[config.mk]
export PLATFORM = sky130hd
export DESIGN_NAME = dmem_arbiter
export DESIGN_NICKNAME = d
export VERILOG_FILES = /design/src/rtl/dmem_arb_pkg.sv /design/src/rtl/rr_arbiter2.sv /design/src/rtl/dmem_arbiter.sv
export SDC_FILE = /design/constraint.sdc
export NUM_CORES = 1
export LEC_CHECK = 0
export CORE_AREA = 2 2 114 116
export CTS_CLUSTER_DIAMETER = 30
export CTS_CLUSTER_SIZE = 24
export DETAILED_ROUTE_END_ITERATION = 8
export DIE_AREA = 0 0 116 118
export GPL_TIMING_DRIVEN = 0
export PLACE_DENSITY = 0.59
export SYNTH_ARGS = -nofsm -noshare
export SYNTH_HDL_FRONTEND = slang
export SYNTH_SLANG_ARGS = --single-unit
[constraint.sdc]
create_clock -name clk -period 1.2 [get_ports clk]
set_input_delay 0.24 -clock clk [delete_from_list [all_inputs] [get_ports clk]]
set_output_delay 0.24 -clock clk [all_outputs]
set_load 0.05 [all_outputs]
[src/rtl/dmem_arb_pkg.sv]
`default_nettype none
// ============================================================================
// Module      : dmem_arb_pkg
// Description : Shared types and default widths for the data-memory arbiter.
// Revision    : 1.0 - initial release
// ============================================================================
package dmem_arb_pkg;

    localparam int DEF_ADDR_W = 32;
    localparam int DEF_DATA_W = 32;

    typedef enum logic [1:0] {
        IDLE   = 2'd0,
        ACCESS = 2'd1,
        DONE   = 2'd2
    } state_e;

    typedef enum logic {
        CPU = 1'b0,
        PER = 1'b1
    } req_id_e;

    function automatic req_id_e other_req(input req_id_e id);
        return (id == CPU) ? PER : CPU;
    endfunction

endpackage
`default_nettype wire

[src/rtl/rr_arbiter2.sv]
`default_nettype none
// ============================================================================
// Module      : rr_arbiter2
// Description : Two-way round-robin pick; on a tie the side not granted last wins.
// Revision    : 1.0 - initial release
// ============================================================================
module rr_arbiter2
    import dmem_arb_pkg::*;
(
    input  logic [1:0] req,
    input  req_id_e    last_grant,
    output req_id_e    grant
);

    // bit 0 is the CPU, bit 1 the peripheral
    always_comb begin
        grant = CPU;
        case (req)
            2'b01:   grant = CPU;
            2'b10:   grant = PER;
            2'b11:   grant = other_req(last_grant);
            default: grant = CPU;
        endcase
    end

endmodule
`default_nettype wire

[src/rtl/dmem_arbiter.sv]
`default_nettype none
// ============================================================================
// Module      : dmem_arbiter
// Description : Shares one single-port data memory between the CPU and a
//               peripheral/DMA port using a 3-cycle IDLE/ACCESS/DONE sequence.
// Revision    : 1.0 - initial release
// ============================================================================
module dmem_arbiter
    import dmem_arb_pkg::*;
#(
    parameter int ADDR_W = DEF_ADDR_W,
    parameter int DATA_W = DEF_DATA_W
) (
    input  logic              clk,
    input  logic              reset,

    input  logic              cpu_req,
    input  logic              cpu_we,
    input  logic [ADDR_W-1:0] cpu_addr,
    input  logic [DATA_W-1:0] cpu_wdata,
    output logic [DATA_W-1:0] cpu_rdata,
    output logic              cpu_ready,

    input  logic              per_req,
    input  logic              per_we,
    input  logic [ADDR_W-1:0] per_addr,
    input  logic [DATA_W-1:0] per_wdata,
    output logic [DATA_W-1:0] per_rdata,
    output logic              per_ready,

    output logic              mem_we,
    output logic [ADDR_W-1:0] mem_addr,
    output logic [DATA_W-1:0] mem_wdata,
    input  logic [DATA_W-1:0] mem_rdata
);

    state_e  r_state;
    req_id_e r_owner;
    req_id_e r_last_grant;
    req_id_e w_grant;
    logic    w_in_access;
    logic    w_in_done;

    rr_arbiter2 u_rr (
        .req        ({per_req, cpu_req}),
        .last_grant (r_last_grant),
        .grant      (w_grant)
    );

    always_ff @(posedge clk or negedge reset) begin
        if (!reset) begin
            r_state      <= IDLE;
            r_owner      <= CPU;
            r_last_grant <= PER;
        end else begin
            case (r_state)
                IDLE: begin
                    if (cpu_req || per_req) begin
                        r_owner      <= w_grant;
                        r_last_grant <= w_grant;
                        r_state      <= ACCESS;
                    end
                end
                ACCESS:  r_state <= DONE;
                DONE:    r_state <= IDLE;
                default: r_state <= IDLE;
            endcase
        end
    end

    // Qualifying with reset keeps every output at zero while reset is low,
    // independent of how the register reset propagates.
    assign w_in_access = reset && (r_state == ACCESS);
    assign w_in_done   = reset && (r_state == DONE);

    always_comb begin
        mem_we    = 1'b0;
        mem_addr  = '0;
        mem_wdata = '0;
        if (w_in_access) begin
            if (r_owner == CPU) begin
                mem_we    = cpu_we;
                mem_addr  = cpu_addr;
                mem_wdata = cpu_wdata;
            end else begin
                mem_we    = per_we;
                mem_addr  = per_addr;
                mem_wdata = per_wdata;
            end
        end
    end

    always_comb begin
        cpu_ready = 1'b0;
        cpu_rdata = '0;
        per_ready = 1'b0;
        per_rdata = '0;
        if (w_in_done) begin
            if (r_owner == CPU) begin
                cpu_ready = 1'b1;
                cpu_rdata = mem_rdata;
            end else begin
                per_ready = 1'b1;
                per_rdata = mem_rdata;
            end
        end
    end

endmodule
`default_nettype wire

* After elaboration in Yosys (flattened, before gate mapping)
Index checks and enable logic that the tools add are counted.
** Word-level totals
- Flip-flop bits (word level) :: 4
- Word-level logic and storage cells :: 31
** Operators by class
- Equality and inequality tests :: 5
- Muxes and demuxes :: 18
- Reduce and logical (&&, ||, !) cells :: 5
** Operators with widths (count)
- $mux 32 :: 8
- $mux 1 :: 7
- $eq 2x2->1 const B :: 3
- $pmux 2 s2 :: 1
- $eq 2x1->1 const B :: 1
- $logic_and 1x1->1 :: 2
- $logic_not 2->1 :: 1
- $mux 2 :: 1
- $ne 2x2->1 const B :: 1
- $pmux 1 s2 :: 1
- $reduce_and 2->1 :: 1
- $logic_or 1x1->1 :: 1

* Depth between registers and ports, before layout
Gate-level depths: netlist of the first run.
- Depth in word-level cells :: 3
- Gate-level depth with buffers :: 5
- Depth with buffers taken out :: 2

* By module
Synthesis of the first run repeated with hierarchy kept, for this count alone.
** Second synthesis, totals
- Cells, all modules :: 238
- Area total of the unflattened synthesis :: 1823.0 um^2
** Modules (own cells, without submodules)
- dmem_arbiter :: instances 1, cells an instance 237, area each 1811.7 um^2, seq. area each 101.3 um^2
- rr_arbiter2 :: instances 1, cells an instance 1, area each 11.3 um^2, seq. area each 0.0 um^2

* Least setup slack after synthesis of the first run
OpenSTA, ideal clock, no wires.
- Kind :: reg2out
- Start point :: register r_state[1]
- End point :: output mem_addr[0]
- Arrival :: 1.567 ns
- Required time :: 0.960 ns
- Setup slack :: -0.607 ns
- Cell stages (with the launch flop) :: 5
- Buffers on the path :: 2
- Cells stage by stage :: dfrtp_1 -> nand3b_1 -> buf_2 -> buf_2 -> nor2_1
** Between the ends
- Longest elaborated chain between the ends :: 3
** RTL lines
- from (decl) :: RTL line dmem_arbiter.sv:37 : state_e r_state;
- from (signal assigned) :: RTL line dmem_arbiter.sv:52 : r_state <= IDLE;
- from (signal assigned) :: RTL line dmem_arbiter.sv:61 : r_state <= ACCESS;
- from (signal assigned) :: RTL line dmem_arbiter.sv:64 : ACCESS: r_state <= DONE;
- $eq 2x1->1 :: RTL line dmem_arbiter.sv:73 : assign w_in_access = reset && (r_state == ACCESS);
- $logic_and 1x1->1 :: RTL line dmem_arbiter.sv:73
- $mux 32 :: RTL line dmem_arbiter.sv:80 : if (w_in_access) begin
- to (decl) :: RTL line dmem_arbiter.sv:32 : output logic [ADDR_W-1:0] mem_addr,
Every way passes these cells.

* Worst setup path in the final report of the first run
- Start point :: register r_owner
- End point :: output cpu_rdata[11]
** Between the ends
- Longest elaborated chain between the ends :: 2
** RTL lines
- from (decl) :: RTL line dmem_arbiter.sv:38 : req_id_e r_owner;
- from (signal assigned) :: RTL line dmem_arbiter.sv:59 : r_owner <= w_grant;
- $mux 32 :: RTL line dmem_arbiter.sv:99 : if (r_owner == CPU) begin
- $mux 32 :: RTL line dmem_arbiter.sv:98 : if (w_in_done) begin
- to (decl) :: RTL line dmem_arbiter.sv:21 : output logic [DATA_W-1:0] cpu_rdata,
Every way passes these cells.

==> reports/qor.csv, run 1 <==
stage;metric;value;unit
global_routing;vias in the first global route;2897;
synth;Avg Inst Size Synth;7.13;um^2
global_routing;largest net degree at the start of global routing;11;
die;die area;13700;um^2
clocking;CTS tree;built;
placed_design;post-place instance area;5280;um^2
clocking;Sink Count;4;
synth;simple-gate share of the synthesized area;0.431;
global_routing;Global Route Usage Sum;0.136;
run_status;status;finished, violations left;
clocking;htree depth;1;
setup_path;Worst Path Max Fanout;8;
cells_and_area;most frequent cells in the layout;164 x clkdlybuf4s50_1, 79 x buf_6, 69 x buf_8;
cells_and_area;Finished Cell Area;6030;um^2
die;die width;116;um
synth;FF+latch count, synth;4;
routing;Final ANT Viol Nets;0;
cells_and_area;Antenna Cells;0;
timing;Final setup viols;133;
synth;Synth Instances;230;
global_routing;antenna violations before repair;0;
synth;mux cell area share after synthesis;0.397;
clocking;clk_lat worst skew;0.23;ns
setup_path;critical path type;register to output pin;
synth;Adder-Cell Fraction of Synth Area;0;
die;Rows;41;
timing;Slew @ Worst Pin;0.290;ns
routing;Initial DRC Count;46;
synth;part of the Yosys area used for sequential elements;0.0618;
synth;Yosys cell types;20;
timing;max_slew headroom;0.801;
timing;Tcrit/Tclk final;1.49;
synth;largest family of logic cells by synthesized area;simple AND/OR/NAND/NOR gates;
routing;drt pass-1 iters;3;
worst_hold_path;min-delay worst type;input port to async pin;
clocking;Clk pin slew, worst setup/hold paths;0.03;ns
placed_design;DP Worst Slack;-1.47;ns
die;die height;118;um
timing;clk_skew;0.00320;ns
routing;routed vias/inst;3.99;
timing;fin. max-slew vios;0;
die;core area;12400;um^2
synth;Compound-Gate Fraction of Synth Area;0.0153;
clocking;CTS Buf Count;3;
routing;DRC Markers;0;
global_routing;first-pass GRT wire length;15000;um
power;peak supply drop;828;uV
routing;via count;2840;
setup_path;WP data arrival;1.55;ns
synth;syn nets;396;
synth;Syn. warnings;0;
synth;Synth Area in XOR/XNOR;0;
timing;Tmin final;1.79;ns
placed_design;Port Buf Inserts;296;
cells_and_area;leading cell type in the layout, fill and taps excluded;clkdlybuf4s50_1;
setup_path;Setup crit end kind;output pin;
timing;final hold vios;0;
timing;worst hold margin;0.164;ns
run;Max-Cap Viols;0;
placed_design;routability-driven placement congestion ratio;0.742;
cells_and_area;nets@finish;706;
die;Initial Utilization;0.132;
cells_and_area;Area growth, synth to finish;268;%
timing;Final WS setup;-0.591;ns
clocking;clk buf depth;2;
power;PwrDens;1480;nW/um^2
cells_and_area;Util after Layout;0.486;
setup_path;Worst Path Required;0.96;ns
timing;Max Clock Freq;558;MHz
cells_and_area;share of layout cells above drive strength 1;0.568;
clocking;CTS root buf;clkbuf_16;
routing;WL final;10100;um
power;Pleak;0.00259;uW
timing;RSZ-0062 raised after global routing;yes;
placed_design;DP HPWL;8480;um
run_status;failing checks;negative setup slack;
synth;mapped cell area;1640;um^2
die;# IOs;297;
global_routing;GRT overflow;0;
setup_path;Worst setup SP type;register;
routing;Routed WL per cell;14.2;um
kinds of logic after synthesis:
family,count (synthesis)
AND/OR/NAND/NOR,137
multiplexers,65
AO/OA/AOI/OAI,3
buffers and inverters,21
flip-flops,4
power breakdown:
group	internal, uW	total (uW)	switching, uW
clock	440	544	105
combinational	3660	8050	4390
sequential	224	322	98.3
final timing paths:
kind / cells after the start / slack [ns] / to / startpoint
max: 4 / -0.59 / cpu_rdata[11] / r_owner
min: 1 / 0.16 / r_last_grant / reset
max reg2reg: 3 / -0.08 / r_owner / r_state[1]
min reg2reg: 1 / 0.52 / r_last_grant / r_last_grant
max in group asynchronous: 2 / 0.41 / r_state[0] / reset
min in group clk: 1 / 0.52 / r_last_grant / r_last_grant
synth_stat cells:
| library cell | number | share of area |
|---|---|---|
| nor2b_1 | 1 | 0.0038 |
| dfrtp_1 | 3 | 0.046 |
| buf_4 | 1 | 0.0046 |
| and4bb_2 | 1 | 0.0076 |
| nor4b_1 | 1 | 0.0053 |
| and4b_1 | 1 | 0.0061 |
| buf_6 | 8 | 0.055 |
| clkbuf_1 | 1 | 0.0023 |
| buf_2 | 10 | 0.031 |
| o21a_1 | 1 | 0.0046 |
| nand3b_1 | 1 | 0.0046 |
| dfstp_2 | 1 | 0.016 |
| mux2i_1 | 65 | 0.40 |
| or3b_1 | 1 | 0.0053 |
| a21o_1 | 1 | 0.0046 |
| nor2_1 | 66 | 0.15 |
| and2_1 | 64 | 0.24 |
| clkbuf_2 | 1 | 0.0031 |
| nand2_1 | 1 | 0.0023 |
| a32o_1 | 1 | 0.0061 |
cell type report:
class,instances,area [um^2]
plain buffers,20,262
clock buffers,4,78.8
fillers,1175,6380
multi-input cells,205,1920
flip-flops and latches,4,104
well taps,172,215
repair buffers,306,3460
repair_timing:
| action | in CTS | in global routing |
|---|---|---|
| resized for setup | 917 | 139 |
| hold buffers | 1 | 0 |
| cloned | 0 | 3 |
| endpoints found under the setup margin | 132 | 133 |
| setup buffers | 3 | 3 |
| hold endpoints to repair | 3 | 0 |
| pin swaps | 9 | 10 |
state kept, by name, indices dropped and copies added (netlist names):
signal / count
r_state: 2
r_last_grant: 1
r_owner: 1
worst max-delay path: stages, from the launching register on:
cell and delay, ns:
dfrtp_2 0.45, and4bb_4 0.44, buf_6 0.14, and2_4 0.15
buf_8 0.14
routing by layer:
metal  wire length, um  GRT usage
met5                 0          0
met4                93     0.0305
met3              1080     0.0396
met2              5690      0.268
met1              3220      0.137
per-stage QoR:
step	setup TNS, ns	power [uW]	instances
floorplan	-38.23	5230	230
global placement	-179.32	7290	698
detailed placement	-181.12	7340	698
CTS	-75.15	8390	705
global route	-79.96	9340	711
finish	-71.04	8920	711
(Power assumes the default switching activity.)
==> run 2, diff against run 1 <==
- TNS_END_PERCENT: not set -> 10
==> run 2 against run 1 <==
The run still ends with negative setup slack left. Register-to-register slack gained 0.10 ns. Count of clock-buffer cells in the layout stayed put. Non-clock buffer count shrank 8. Cell area down 10%. Core utilization down 5.0 points. Cell count is 1.1% lower. Clock power shrank 3%. Total power shrank 11%. Critical path depth increased by 1. First-iteration DRC count is 2.2% higher. Die area stayed put. Wire length is 0.87% lower.
==> reports/qor.csv, run 2 (synthesis gave the netlist of run 1 again) <==
stage;metric;value;unit;change
run_status;status;finished, violations left;;unchanged
run_status;failing checks;negative setup slack;;unchanged
cells_and_area;nets@finish;698;;was 706
run;Max-Cap Viols;0;;unchanged
timing;fin. max-slew vios;0;;unchanged
global_routing;vias in the first global route;2813;;was 2897
routing;routed vias/inst;3.84;;was 3.99
timing;Final setup viols;132;;was 133
clocking;Clk pin slew, worst setup/hold paths;0.03;ns;about the same
routing;Initial DRC Count;47;;was 46
worst_hold_path;min-delay worst type;input port to async pin;;unchanged
cells_and_area;share of layout cells above drive strength 1;0.484;;was 0.568
setup_path;Worst Path Max Fanout;10;;was 8
routing;drt pass-1 iters;4;;was 3
placed_design;post-place instance area;5000;um^2;was 5280 um^2
global_routing;largest net degree at the start of global routing;11;;unchanged
global_routing;antenna violations before repair;0;;unchanged
die;die area;13700;um^2;unchanged
routing;Final ANT Viol Nets;0;;unchanged
die;die height;118;um;unchanged
die;die width;116;um;unchanged
cells_and_area;Finished Cell Area;5410;um^2;was 6030 um^2
cells_and_area;biggest regs;r_state (2), r_last_grant (1), r_owner (1);;unchanged
cells_and_area;max FFs per register;2;;unchanged
routing;DRC Markers;0;;unchanged
timing;Slew @ Worst Pin;0.256;ns;was 0.290 ns
die;# IOs;297;;unchanged
timing;Max Clock Freq;552;MHz;was 558 MHz
cells_and_area;register with the most flip-flops;r_state;;unchanged
placed_design;routability-driven placement congestion ratio;0.817;;was 0.742
timing;final hold vios;0;;unchanged
global_routing;Global Route Usage Sum;0.134;;was 0.136
timing;Final WS setup;-0.612;ns;was -0.591 ns
setup_path;WP data arrival;1.57;ns;was 1.55 ns
timing;max_slew headroom;0.824;;was 0.801
placed_design;Port Buf Inserts;296;;unchanged
clocking;CTS tree;built;;unchanged
cells_and_area;Util after Layout;0.435;;was 0.486
setup_path;Setup crit end kind;output pin;;unchanged
power;PwrDens;1470;nW/um^2;was 1480 nW/um^2
clocking;clk_lat worst skew;0.22;ns;was 0.23 ns
power;Pleak;0.00239;uW;was 0.00259 uW
setup_path;Worst setup SP type;register;;unchanged
global_routing;first-pass GRT wire length;14600;um;was 15000 um
die;Initial Utilization;0.132;;unchanged
cells_and_area;Antenna Cells;0;;unchanged
cells_and_area;Area growth, synth to finish;230;%;was 268%
timing;setup TNS;-70.67;ns;was -71.04 ns
cells_and_area;Cell Count, Final, Fillers Out;703;;was 711
clocking;CTS root buf;clkbuf_16;;unchanged
timing;clk_skew;0.00283;ns;was 0.00320 ns
die;Rows;41;;unchanged
setup_path;critical path type;register to output pin;;unchanged
power;total power;7960;uW;was 8920 uW
placed_design;DP HPWL;8620;um;was 8480 um
cells_and_area;leading cell type in the layout, fill and taps excluded;clkdlybuf4s50_1;;unchanged
routing;Routed WL per cell;14.2;um;about the same
clocking;htree depth;1;;unchanged
timing;Tcrit/Tclk final;1.51;;was 1.49
routing;via count;2701;;was 2840
clocking;clk buf depth;2;;unchanged
timing;RSZ-0062 raised after global routing;yes;;unchanged
global_routing;GRT overflow;0;;unchanged
timing;Tmin final;1.81;ns;was 1.79 ns
setup_path;Worst Path Required;0.96;ns;about the same
die;core area;12400;um^2;unchanged
clocking;Sink Count;4;;unchanged
clocking;CTS Buf Count;3;;unchanged
cells_and_area;most frequent cells in the layout;164 x clkdlybuf4s50_1, 104 x buf_6, 62 x mux2i_1;;was 164 x clkdlybuf4s50_1, 79 x buf_6, 69 x buf_8
placed_design;placed cell count;698;;unchanged
routing;WL final;9990;um;was 10100 um
power;peak supply drop;640;uV;was 828 uV
[run 2: cell types whose count changed in the layout (fill, tap and decap cells not counted), sizes merged]
cell	previous run	this run
buf	159	141
clkbuf	5	15
[run 2: worst paths after layout]
path                            start            to  slack [ns]  depth (start not counted)
max in group asynchronous       reset    r_state[0]        0.42                          2
max reg2reg                r_state[1]       r_owner        0.02                          2
min                             reset  r_last_grant        0.16                          1
min reg2reg                r_state[1]    r_state[1]        0.50                          1
max                        r_state[1]   mem_addr[6]       -0.61                          5
min in group clk           r_state[1]    r_state[1]        0.50                          1
[run 2: where the power goes]
| group | switching [uW] | internal [uW] |
|---|---|---|
| clock network | 91.8 | 439 |
| registers | 106 | 227 |
| logic | 4070 | 3030 |
[run 2: what timing repair did]
item,CTS,global route
resized for setup,846,135
setup endpoints to repair,132,132
endpoints found under the hold margin,3,0
pin swaps,1,9
hold buffers,1,0
setup buffers,0,1
[run 2: cell type report]
class / count / area [um^2]
Buffer: 20 / 205
Clock buffer: 4 / 78.8
Fill cell: 1250 / 7010
Multi-Input combinational cell: 205 / 1640
Sequential cell: 4 / 105
Tap cell: 172 / 215
Timing Repair Buffer: 298 / 3160
[run 2: stage by stage]
stage          worst slack, ns  hold WS [ns]
2_1_floorplan           -0.439       -0.0556
3_3_place_gp             -1.49         0.478
3_5_place_dp             -1.53         0.488
4_1_cts                 -0.639         0.163
5_1_grt                 -0.694         0.200
6_report                -0.612         0.164
[run 2: routing by layer]
metal  track usage  vias to the layer above  routed length, um
met5             0                        -                  0
met4        0.0342                        0                146
met3        0.0299                       10                811
met2         0.258                      136               5520
met1         0.145                     1200               3510
li1              -                     1355                  -
[run 2: worst max-delay path, cell delays in order (launching register included)]
cell      delay (ns)
dfrtp_2         0.43
nand3b_1        0.22
buf_6           0.18
buf_4           0.20
nor2_2          0.15
buf_6           0.17
